===== config.mk =====
export PLATFORM = sky130hd
export DESIGN_NAME = imem_loader
export DESIGN_NICKNAME = d
export VERILOG_FILES = /design/src/rtl/imem_loader.sv
export SDC_FILE = /design/constraint.sdc
export NUM_CORES = 1
export LEC_CHECK = 0
export CORE_MARGIN = 5
export CORE_UTILIZATION = 25
export CTS_BUF_LIST = sky130_fd_sc_hd__clkbuf_2
export CTS_CLUSTER_SIZE = 28
export DETAILED_ROUTE_END_ITERATION = 12
export HOLD_SLACK_MARGIN = 0.15
export PLACE_DENSITY = 0.52
export SYNTH_ARGS = -nofsm -noshare
export SYNTH_HDL_FRONTEND = slang
export SYNTH_SLANG_ARGS = --single-unit

===== constraint.sdc =====
create_clock -name clk -period 2.1 [get_ports clk]
set_clock_uncertainty 0.05 [all_clocks]
set_input_delay 0.21 -clock clk [delete_from_list [all_inputs] [get_ports clk]]
set_output_delay 0.21 -clock clk [all_outputs]
set_load 0.05 [all_outputs]

===== src/rtl/imem_loader.sv =====
`default_nettype none
// +--------------------------------------------------------------------------+
// | Module   : imem_loader                                                   |
// | Brief    : byte-stream program loader; packs bytes big-endian into WIDTH |
// |            bit words for the instruction memory write port. Define       |
// |            IMEM_LOADER_CHECKSUM_EN for a trailing 8-bit checksum byte.   |
// | Revision : 1.0 - initial release                                         |
// +--------------------------------------------------------------------------+
module imem_loader #(
    parameter int WIDTH  = 24,
    parameter int AMOUNT = 64
) (
    input  logic                      clk,
    input  logic                      rst,
    input  logic                      start,
    input  logic [$clog2(AMOUNT):0]   word_count,
    input  logic                      in_valid,
    input  logic [7:0]                in_data,
    output logic                      in_ready,
    output logic [3:0]                mem_we,
    output logic [WIDTH-1:0]          mem_a,
    output logic [WIDTH-1:0]          mem_wd,
    output logic                      busy,
    output logic                      done,
    output logic                      cpu_hold,
    output logic                      err
);

    localparam int c_bpw    = WIDTH / 8;
    localparam int c_addr_w = $clog2(AMOUNT);
    localparam int c_bc_w   = (c_bpw > 1) ? $clog2(c_bpw) : 1;

    localparam logic [c_addr_w:0]   c_amount    = (c_addr_w + 1)'(AMOUNT);
    localparam logic [c_addr_w:0]   c_cnt_one   = (c_addr_w + 1)'(1);
    localparam logic [c_addr_w-1:0] c_addr_one  = c_addr_w'(1);
    localparam logic [c_bc_w-1:0]   c_bc_one    = c_bc_w'(1);
    localparam logic [c_bc_w-1:0]   c_last_byte = c_bc_w'(c_bpw - 1);

    localparam logic [2:0] c_s_idle  = 3'd0;
    localparam logic [2:0] c_s_recv  = 3'd1;
    localparam logic [2:0] c_s_write = 3'd2;
`ifdef IMEM_LOADER_CHECKSUM_EN
    localparam logic [2:0] c_s_check = 3'd3;
`endif
    localparam logic [2:0] c_s_done  = 3'd4;

    logic [2:0]          r_state;
    logic [c_addr_w:0]   r_cnt;
    logic [c_addr_w-1:0] r_addr;
    logic [c_bc_w-1:0]   r_byte_cnt;
    logic [WIDTH-1:0]    r_word;
    logic                r_in_ready;
    logic                r_mem_we;
    logic [c_addr_w-1:0] r_mem_a;
    logic [WIDTH-1:0]    r_mem_wd;
    logic                r_busy;
    logic                r_done;
`ifdef IMEM_LOADER_CHECKSUM_EN
    logic [7:0]          r_sum;
    logic                r_err;
`endif

    logic                w_accept;
    logic [c_addr_w:0]   w_clamped;
    logic                w_last_word;
    logic [WIDTH-1:0]    w_word_next;

    assign w_accept    = in_valid && r_in_ready;
    assign w_clamped   = (word_count > c_amount) ? c_amount : word_count;
    assign w_last_word = (({1'b0, r_addr} + c_cnt_one) == r_cnt);
    // Oldest byte falls off the top; the newest lands in the low byte.
    assign w_word_next = WIDTH'({r_word, in_data});

    always_ff @(posedge clk) begin
        if (rst) begin
            r_state    <= c_s_idle;
            r_cnt      <= '0;
            r_addr     <= '0;
            r_byte_cnt <= '0;
            r_word     <= '0;
            r_in_ready <= 1'b0;
            r_mem_we   <= 1'b0;
            r_mem_a    <= '0;
            r_mem_wd   <= '0;
            r_busy     <= 1'b0;
            r_done     <= 1'b0;
`ifdef IMEM_LOADER_CHECKSUM_EN
            r_sum      <= '0;
            r_err      <= 1'b0;
`endif
        end else begin
            r_mem_we <= 1'b0;
            case (r_state)
                c_s_idle, c_s_done: begin
                    if (start) begin
                        r_cnt      <= w_clamped;
                        r_addr     <= '0;
                        r_byte_cnt <= '0;
`ifdef IMEM_LOADER_CHECKSUM_EN
                        r_sum      <= '0;
                        r_err      <= 1'b0;
`endif
                        if (w_clamped == '0) begin
                            r_state    <= c_s_done;
                            r_done     <= 1'b1;
                            r_busy     <= 1'b0;
                            r_in_ready <= 1'b0;
                        end else begin
                            r_state    <= c_s_recv;
                            r_done     <= 1'b0;
                            r_busy     <= 1'b1;
                            r_in_ready <= 1'b1;
                        end
                    end
                end
                c_s_recv: begin
                    if (w_accept) begin
                        r_word <= w_word_next;
`ifdef IMEM_LOADER_CHECKSUM_EN
                        r_sum  <= r_sum + in_data;
`endif
                        if (r_byte_cnt == c_last_byte) begin
                            // Strobe is registered here so it appears during WRITE.
                            r_byte_cnt <= '0;
                            r_state    <= c_s_write;
                            r_in_ready <= 1'b0;
                            r_mem_we   <= 1'b1;
                            r_mem_a    <= r_addr;
                            r_mem_wd   <= w_word_next;
                        end else begin
                            r_byte_cnt <= r_byte_cnt + c_bc_one;
                        end
                    end
                end
                c_s_write: begin
                    if (w_last_word) begin
`ifdef IMEM_LOADER_CHECKSUM_EN
                        r_state    <= c_s_check;
                        r_in_ready <= 1'b1;
`else
                        r_state    <= c_s_done;
                        r_busy     <= 1'b0;
                        r_done     <= 1'b1;
`endif
                    end else begin
                        r_addr     <= r_addr + c_addr_one;
                        r_state    <= c_s_recv;
                        r_in_ready <= 1'b1;
                    end
                end
`ifdef IMEM_LOADER_CHECKSUM_EN
                c_s_check: begin
                    if (w_accept) begin
                        r_err      <= (in_data != r_sum);
                        r_state    <= c_s_done;
                        r_in_ready <= 1'b0;
                        r_busy     <= 1'b0;
                        r_done     <= 1'b1;
                    end
                end
`endif
                default: begin
                    r_state    <= c_s_idle;
                    r_in_ready <= 1'b0;
                    r_busy     <= 1'b0;
                    r_done     <= 1'b0;
                end
            endcase
        end
    end

    assign in_ready = r_in_ready;
    assign mem_we   = {3'b000, r_mem_we};
    assign mem_a    = {{(WIDTH - c_addr_w){1'b0}}, r_mem_a};
    assign mem_wd   = r_mem_wd;
    assign busy     = r_busy;
    assign cpu_hold = r_busy;
    assign done     = r_done;
`ifdef IMEM_LOADER_CHECKSUM_EN
    assign err      = r_err;
`else
    assign err      = 1'b0;
`endif

endmodule
`default_nettype wire


==> results of run 1 <==
cells by family (layout without fill, tap and decap cells):
family | Yosys count | after routing
flops | 68 | 68
simple gates | 159 | 159
other cells | 1 | 23
compound gates | 86 | 86
mux | 5 | 5
xor+xnor | 7 | 7
fa+ha+maj | 1 | 1
buf+inv | 55 | 99
sequential cells by signal, indices dropped and copies added, names as in the netlist:
name / flops
busy: 1
done: 1
in_ready: 1
mem_wd: 24
r_addr: 6
r_byte_cnt: 2
r_cnt: 7
r_mem_a: 6
r_mem_we: 1
r_state: 3
r_word: 16
layout make-up:
cell class	instances	area (um2)	area share, %
Multi-Input combinational cell	280	1580	39.4
Clock inverter	7	83.8	2.09
Tap cell	172	215	5.36
Inverter	9	33.8	0.842
Timing Repair Buffer	74	688	17.2
Antenna cell	1	2.50	0.0624
Sequential cell	68	1360	34.0
Clock buffer	9	45.0	1.12
what timing repair did:
| action | CTS | global route |
|---|---|---|
| buffers inserted | 3 | 0 |
| setup endpoints to repair | 4 | 23 |
| hold buffers | 1 | 0 |
| resized for setup | 2 | 4 |
| endpoints found under the hold margin | 10 | 0 |
| pin swaps | 1 | 1 |
metal layers:
layer | vias to the layer above | global-route usage [%]
met5 | - | 0
li1 | 1362 | -
met1 | 1277 | 14.0
met2 | 54 | 17.1
met4 | 0 | 4.41
met3 | 2 | 2.67
synthesized netlist by cell type (2+ instances only):
cell type  instances  area, um2
a21oi_1           56        280
buf_4             24        180
o211ai_1           3       22.5
nor3b_1            3       22.5
nand2_1          113        424
xor2_1             3       26.3
nand3_2            2       20.0
a221oi_2           2       30.0
nor2_1            10       37.5
a211o_1            2       17.5
buf_2              5       25.0
nand3b_1           7       52.6
mux2i_1            4       40.0
clkbuf_1          13       48.8
or3_1              3       18.8
inv_1              9       33.8
or2b_2             2       17.5
o21ai_0            4       20.0
nand4b_1           2       17.5
a31oi_1            2       12.5
nand3_1            2       10.0
dfxtp_1           68       1360
xnor2_2            2       32.5
buf_6              2       22.5
a211oi_1           4       30.0
xnor2_1            2       17.5
where the power goes:
part	internal (mW)	leakage (nW)	switching [mW]	total, mW
Sequential	1.32	0.550	0.0308	1.35
Clock	0.296	0.0750	0.547	0.843
Combinational	0.133	0.737	0.274	0.407
Total	1.75	1.36	0.852	2.60
per-stage QoR:
stage | setup WS [ps] | hold WS, ps
after floorplan | 58.1 | 296
after global placement | -92.1 | 396
after detailed placement | -105 | 398
after CTS | 18.9 | 158
after global routing | 8.49 | 166
final | 62.7 | 217
worst reg2reg max path, stage by stage (launching register included):
cell	delay (ps)
dfxtp_1	400
ha_2	240
nand3_2	100
or3_4	410
a22oi_4	270
o211ai_2	150
mux2_4	320
how the worst max path moves through the flow:
stage | to | slack [ps] | depth (start not counted)
2_1_floorplan | busy | 60 | 6
3_3_place_gp | busy | -90 | 6
3_5_place_dp | busy | -100 | 6
4_1_cts | r_addr[1] | 20 | 9
5_1_grt | r_addr[0] | 8 | 9
6_report | busy | 60 | 6
==> out/qor.yml, run 1 <==
setup_path:
  r2r-start: "r_addr[1]"
  setup.worst_path.class: "reg -> reg"
  cp-start-kind: "flip-flop"
  worstPathArrival_ps: 2380
  critical-path-slowest-cell: "or3_4"
  cp_top_family: "simple AND/OR/NAND/NOR gates"
  rr_worst_depth: 6
  cpPeakStageDelay_ps: 410
  r2r_slack_ps: 60
  cp.required_ps: 2450
  crit_path_end_kind: "flip-flop"
  crit_buf_inv: 0
  startpoint: "r_addr[1]"
  worstPathMaxFanout: 5
  r2r-end: "busy"
  worstPathCellList: "ha_2 > nand3_2 > or3_4 > a22oi_4 > o211ai_2 > mux2_4"
synth:
  async_flop_share_pct: 0
  synth_warnings: 0
  yosys_register_bits: 68
  synth_mux_area_share_pct: 1.74
  synth_compound_area_share_pct: 18.0
  yosys.area_share.simple_pct: 24.1
  post_synth_fa_ha_maj_area_fraction_pct: 0.394
  synthFlopType: "dfxtp_1"
  ys_types: 59
  seq_area_frac_synth_pct: 42.9
  synth-xor-area-share_pct: 2.41
  synth_top_family_by_area: "simple AND/OR/NAND/NOR gates"
  synth_edf_count: 0
  syn_avg_cell_area_um2: 8.31
  synth_cells: 382
  syn_area_mm2: 0.00317
route:
  dr_wl_met3_um: 312
  route.met2.wl_um: 3840
  top_layer: "met4"
  wl_met1_um: 3850
  antenna_left: 0
  drc_errors: 0
  dr.pass1.iters: 4
  routed_wl_um: 8050
  vias: 2695
  via_per_inst: 4.35
  first_iter_violations: 147
  post_drt_wl_per_cell_um: 13.0
layout:
  instances_no_fill: 620
  final_common_cell: "nand2_1"
  nNetsFinal: 462
  mostFrequentLayoutCells: "nand2_1, dfxtp_1, a21oi_1"
  drive_gt1_share_pct: 14.3
  area_growth_syn_to_layout_pct: 26.4
  post-route-util_pct: 32.0
  design_area_mm2: 0.00401
  fillers: 1349
clock_network:
  clk_latency_ps: 500
  htree_levels: 3
  clockRootBuffer: "clkbuf_2"
  clk_path_buf_depth: 2
  cts_inserted_buffers: 9
  path_clk_slew_ps: 240
  cts_tree: "yes"
  clkSinkCount: 68
global_routing:
  first_global_vias: 2556
  grt_max_degree: 37
  antenna_found_initial: 1
  overflow: 0
  grt_pass1_wl_um: 12800
  grt.total_usage_pct: 10.8
die:
  ios: 76
  die_area_mm2: 0.0150
  die_y_um: 123
  start_util_pct: 25.3
  core_mm2: 0.0125
  row_count: 41
  die_x_um: 123
worst_hold_path:
  min_from: "in_data[0]"
  hold_class: "in -> reg"
  hold_path_end: "mem_wd[0]"
  worstHoldPathCells: 3
placement:
  portBuffers: 53
  gp_congestion: 0.838
  dpl.cell_count: 599
  placed_area_mm2: 0.00383
  dp_hpwl_um: 5950
pwr:
  leakagePower_nw: 1.36
  totalPowerFinal_mw: 2.60
  power_density_mw_per_mm2: 649
  vdd_drop_max_uv: 228
run_status:
  status: "finished, final reports clean"
timing:
  tns_ps: 0
  slew_violations: 0
  period_minus_slack_ps: 2040
  grt_setup_unrepaired: "no"
  worstMarginPinSlew_ps: 673
  hold_violations: 0
  fin_crit_sh_pct: 97.0
  max-slew-margin-rel_pct: 55.1
  max_freq_mhz: 491
  setup_viol: 0
job:
  drv_cap: 0
Power figures use the tool's default switching activity.
==> run 2: changes to the inputs <==
==> constraint.sdc (replaced) <==
create_clock -name clk -period 2.1 [get_ports clk]
set_clock_uncertainty 0.05 [all_clocks]
set_input_delay 0.21 -clock clk [delete_from_list [all_inputs] [get_ports clk]]
set_output_delay 0.21 -clock clk [all_outputs]
set_load 0.01 [all_outputs]
==> out/qor.yml, run 2 (synthesis results as in run 1) <==
run_status:
  status: "finished, final reports clean"
timing:
  tns_ps: 0  # unchanged
  setup_viol: 0  # unchanged
  grt_setup_unrepaired: "no"
  max-slew-margin-rel_pct: 55.1  # unchanged
  hold_ws_ps: 217  # unchanged
  period_minus_slack_ps: 2040  # unchanged
  fin_crit_sh_pct: 97.0  # unchanged
  slew_violations: 0  # unchanged
  max_freq_mhz: 491  # unchanged
  hold_violations: 0  # unchanged
  worstMarginPinSlew_ps: 673  # unchanged
clock_network:
  htree_levels: 3  # unchanged
  cts_inserted_buffers: 9  # unchanged
  clk_path_buf_depth: 2  # unchanged
  cts_tree: "yes"
  clkSinkCount: 68  # unchanged
  clk_latency_ps: 500  # about the same
  clockRootBuffer: "clkbuf_2"
  path_clk_slew_ps: 240  # about the same
placement:
  dp_hpwl_um: 5950  # unchanged
  portBuffers: 53  # unchanged
  gp_congestion: 0.838  # unchanged
pwr:
  vdd_drop_max_uv: 214  # -6.2%
  leakagePower_nw: 1.36  # -0.22%
  power_density_mw_per_mm2: 623  # -3.9%
die:
  die_area_mm2: 0.0150  # unchanged
  ios: 76  # unchanged
  core_mm2: 0.0125  # unchanged
  row_count: 41  # unchanged
  die_y_um: 123  # unchanged
  start_util_pct: 25.3  # unchanged
  die_x_um: 123  # unchanged
setup_path:
  worstPathArrival_ps: 2380  # about the same
  rr_worst_depth: 6  # unchanged
  cp.required_ps: 2450  # about the same
  critical-path-slowest-cell: "or3_4"
  r2r_slack_ps: 60  # about the same
  worstPathCellList: "ha_2 > nand3_2 > or3_4 > a22oi_4 > o211ai_2 > mux2_4"
  crit_path_end_kind: "flip-flop"
  crit_buf_inv: 0  # unchanged
  cpPeakStageDelay_ps: 410  # about the same
  cp_top_family: "simple AND/OR/NAND/NOR gates"
  r2r-end: "busy"
  r2r-start: "r_addr[1]"
  cp.depth: 6  # unchanged
  cp-start-kind: "flip-flop"
  worstPathMaxFanout: 5  # unchanged
  setup.worst_path.class: "reg -> reg"
route:
  vias: 2695  # unchanged
  first_iter_violations: 147  # unchanged
  antenna_left: 0  # unchanged
  post_drt_wl_per_cell_um: 13.0  # about the same
  drc_errors: 0  # unchanged
  routed_wl_um: 8050  # about the same
  dr.pass1.iters: 4  # unchanged
  via_per_inst: 4.35  # unchanged
global_routing:
  grt_max_degree: 37  # unchanged
  overflow: 0  # unchanged
  grt.total_usage_pct: 10.8  # unchanged
  first_global_vias: 2556  # unchanged
  antenna_found_initial: 1  # unchanged
  grt_pass1_wl_um: 12800  # unchanged
layout:
  largest_reg_flops: 24  # unchanged
  final_common_cell: "nand2_1"
  fillers: 1349  # unchanged
  nNetsFinal: 462  # unchanged
  drive_gt1_share_pct: 14.3  # unchanged
  ff_latch_area_mm2: 0.00136  # unchanged
  area_growth_syn_to_layout_pct: 26.5  # about the same
  mostFrequentLayoutCells: "nand2_1, dfxtp_1, a21oi_1"
  multi_input_area_mm2: 0.00158  # unchanged
job:
  drv_cap: 0  # unchanged
worst_hold_path:
  worstHoldPathCells: 3  # unchanged
  hold_path_end: "mem_wd[0]"
  hold_class: "in -> reg"
  min_from: "in_data[0]"
run 2: area by class of cell:
| class | instances | share of cell area, % |
|---|---|---|
| Antenna cell | 1 | 0.0624 |
| Clock buffer | 9 | 1.12 |
| Clock inverter | 7 | 2.09 |
| Inverter | 9 | 0.842 |
| Multi-Input combinational cell | 280 | 39.4 |
| Sequential cell | 68 | 34.0 |
| Tap cell | 172 | 5.36 |
| Timing Repair Buffer | 74 | 17.2 |
run 2: worst max path at each step:
| stage | slack, ps | endpoint | startpoint |
|---|---|---|---|
| floorplan | 60 | busy | r_addr[0] |
| global placement | -90 | busy | word_count[5] |
| detailed placement | -100 | busy | word_count[5] |
| CTS | 20 | r_addr[1] | r_addr[1] |
| global route | 8 | r_addr[0] | r_addr[1] |
| finish | 60 | busy | r_addr[1] |
run 2: metrics by stage:
step / instance area [um2] / total power [mW] / worst slack (ps) / utilization, % / instances
floorplan: 3250 / 1.60 / 58.1 / - / 403
detailed placement: 3830 / 1.67 / -105 / 30.6 / 599
global route: 4010 / 2.62 / 8.49 / 32.1 / 620
finish: 4010 / 2.50 / 62.7 / 32.1 / 620
global placement: 3830 / 1.67 / -92.1 / 30.6 / 599
CTS: 4000 / 2.54 / 18.9 / 31.9 / 619
run 2: worst reg2reg max path, delay by kind of cell (launching register included):
family | cells | cell delay, ps
AO/OA/AOI/OAI | 2 | 420
adder cells (fa/ha/maj) | 1 | 240
flip-flops | 1 | 400
multiplexers | 1 | 320
AND/OR/NAND/NOR | 2 | 510
run 2: routing by layer:
layer  up-vias  share of wire (%)  GRT usage (%)
li1       1362                  -              -
met4         0               0.67           4.41
met5         -                  0              0
met1      1277                 48           14.0
met3         2                3.9           2.67
met2        54                 48           17.1
run 2: what timing repair did:
action                                  in CTS  in global routing
endpoints found under the hold margin       10                  0
pin swaps                                    1                  1
hold buffers                                 1                  0
resized for setup                            1                  4
setup buffers                                3                  0
endpoints found under the setup margin       3                 23
run 2: power by group:
part / switching [mW] / internal (mW) / total, mW
combinational: 0.170 / 0.136 / 0.306
sequential: 0.0310 / 1.32 / 1.35
clock: 0.547 / 0.296 / 0.843
total: 0.748 / 1.75 / 2.50
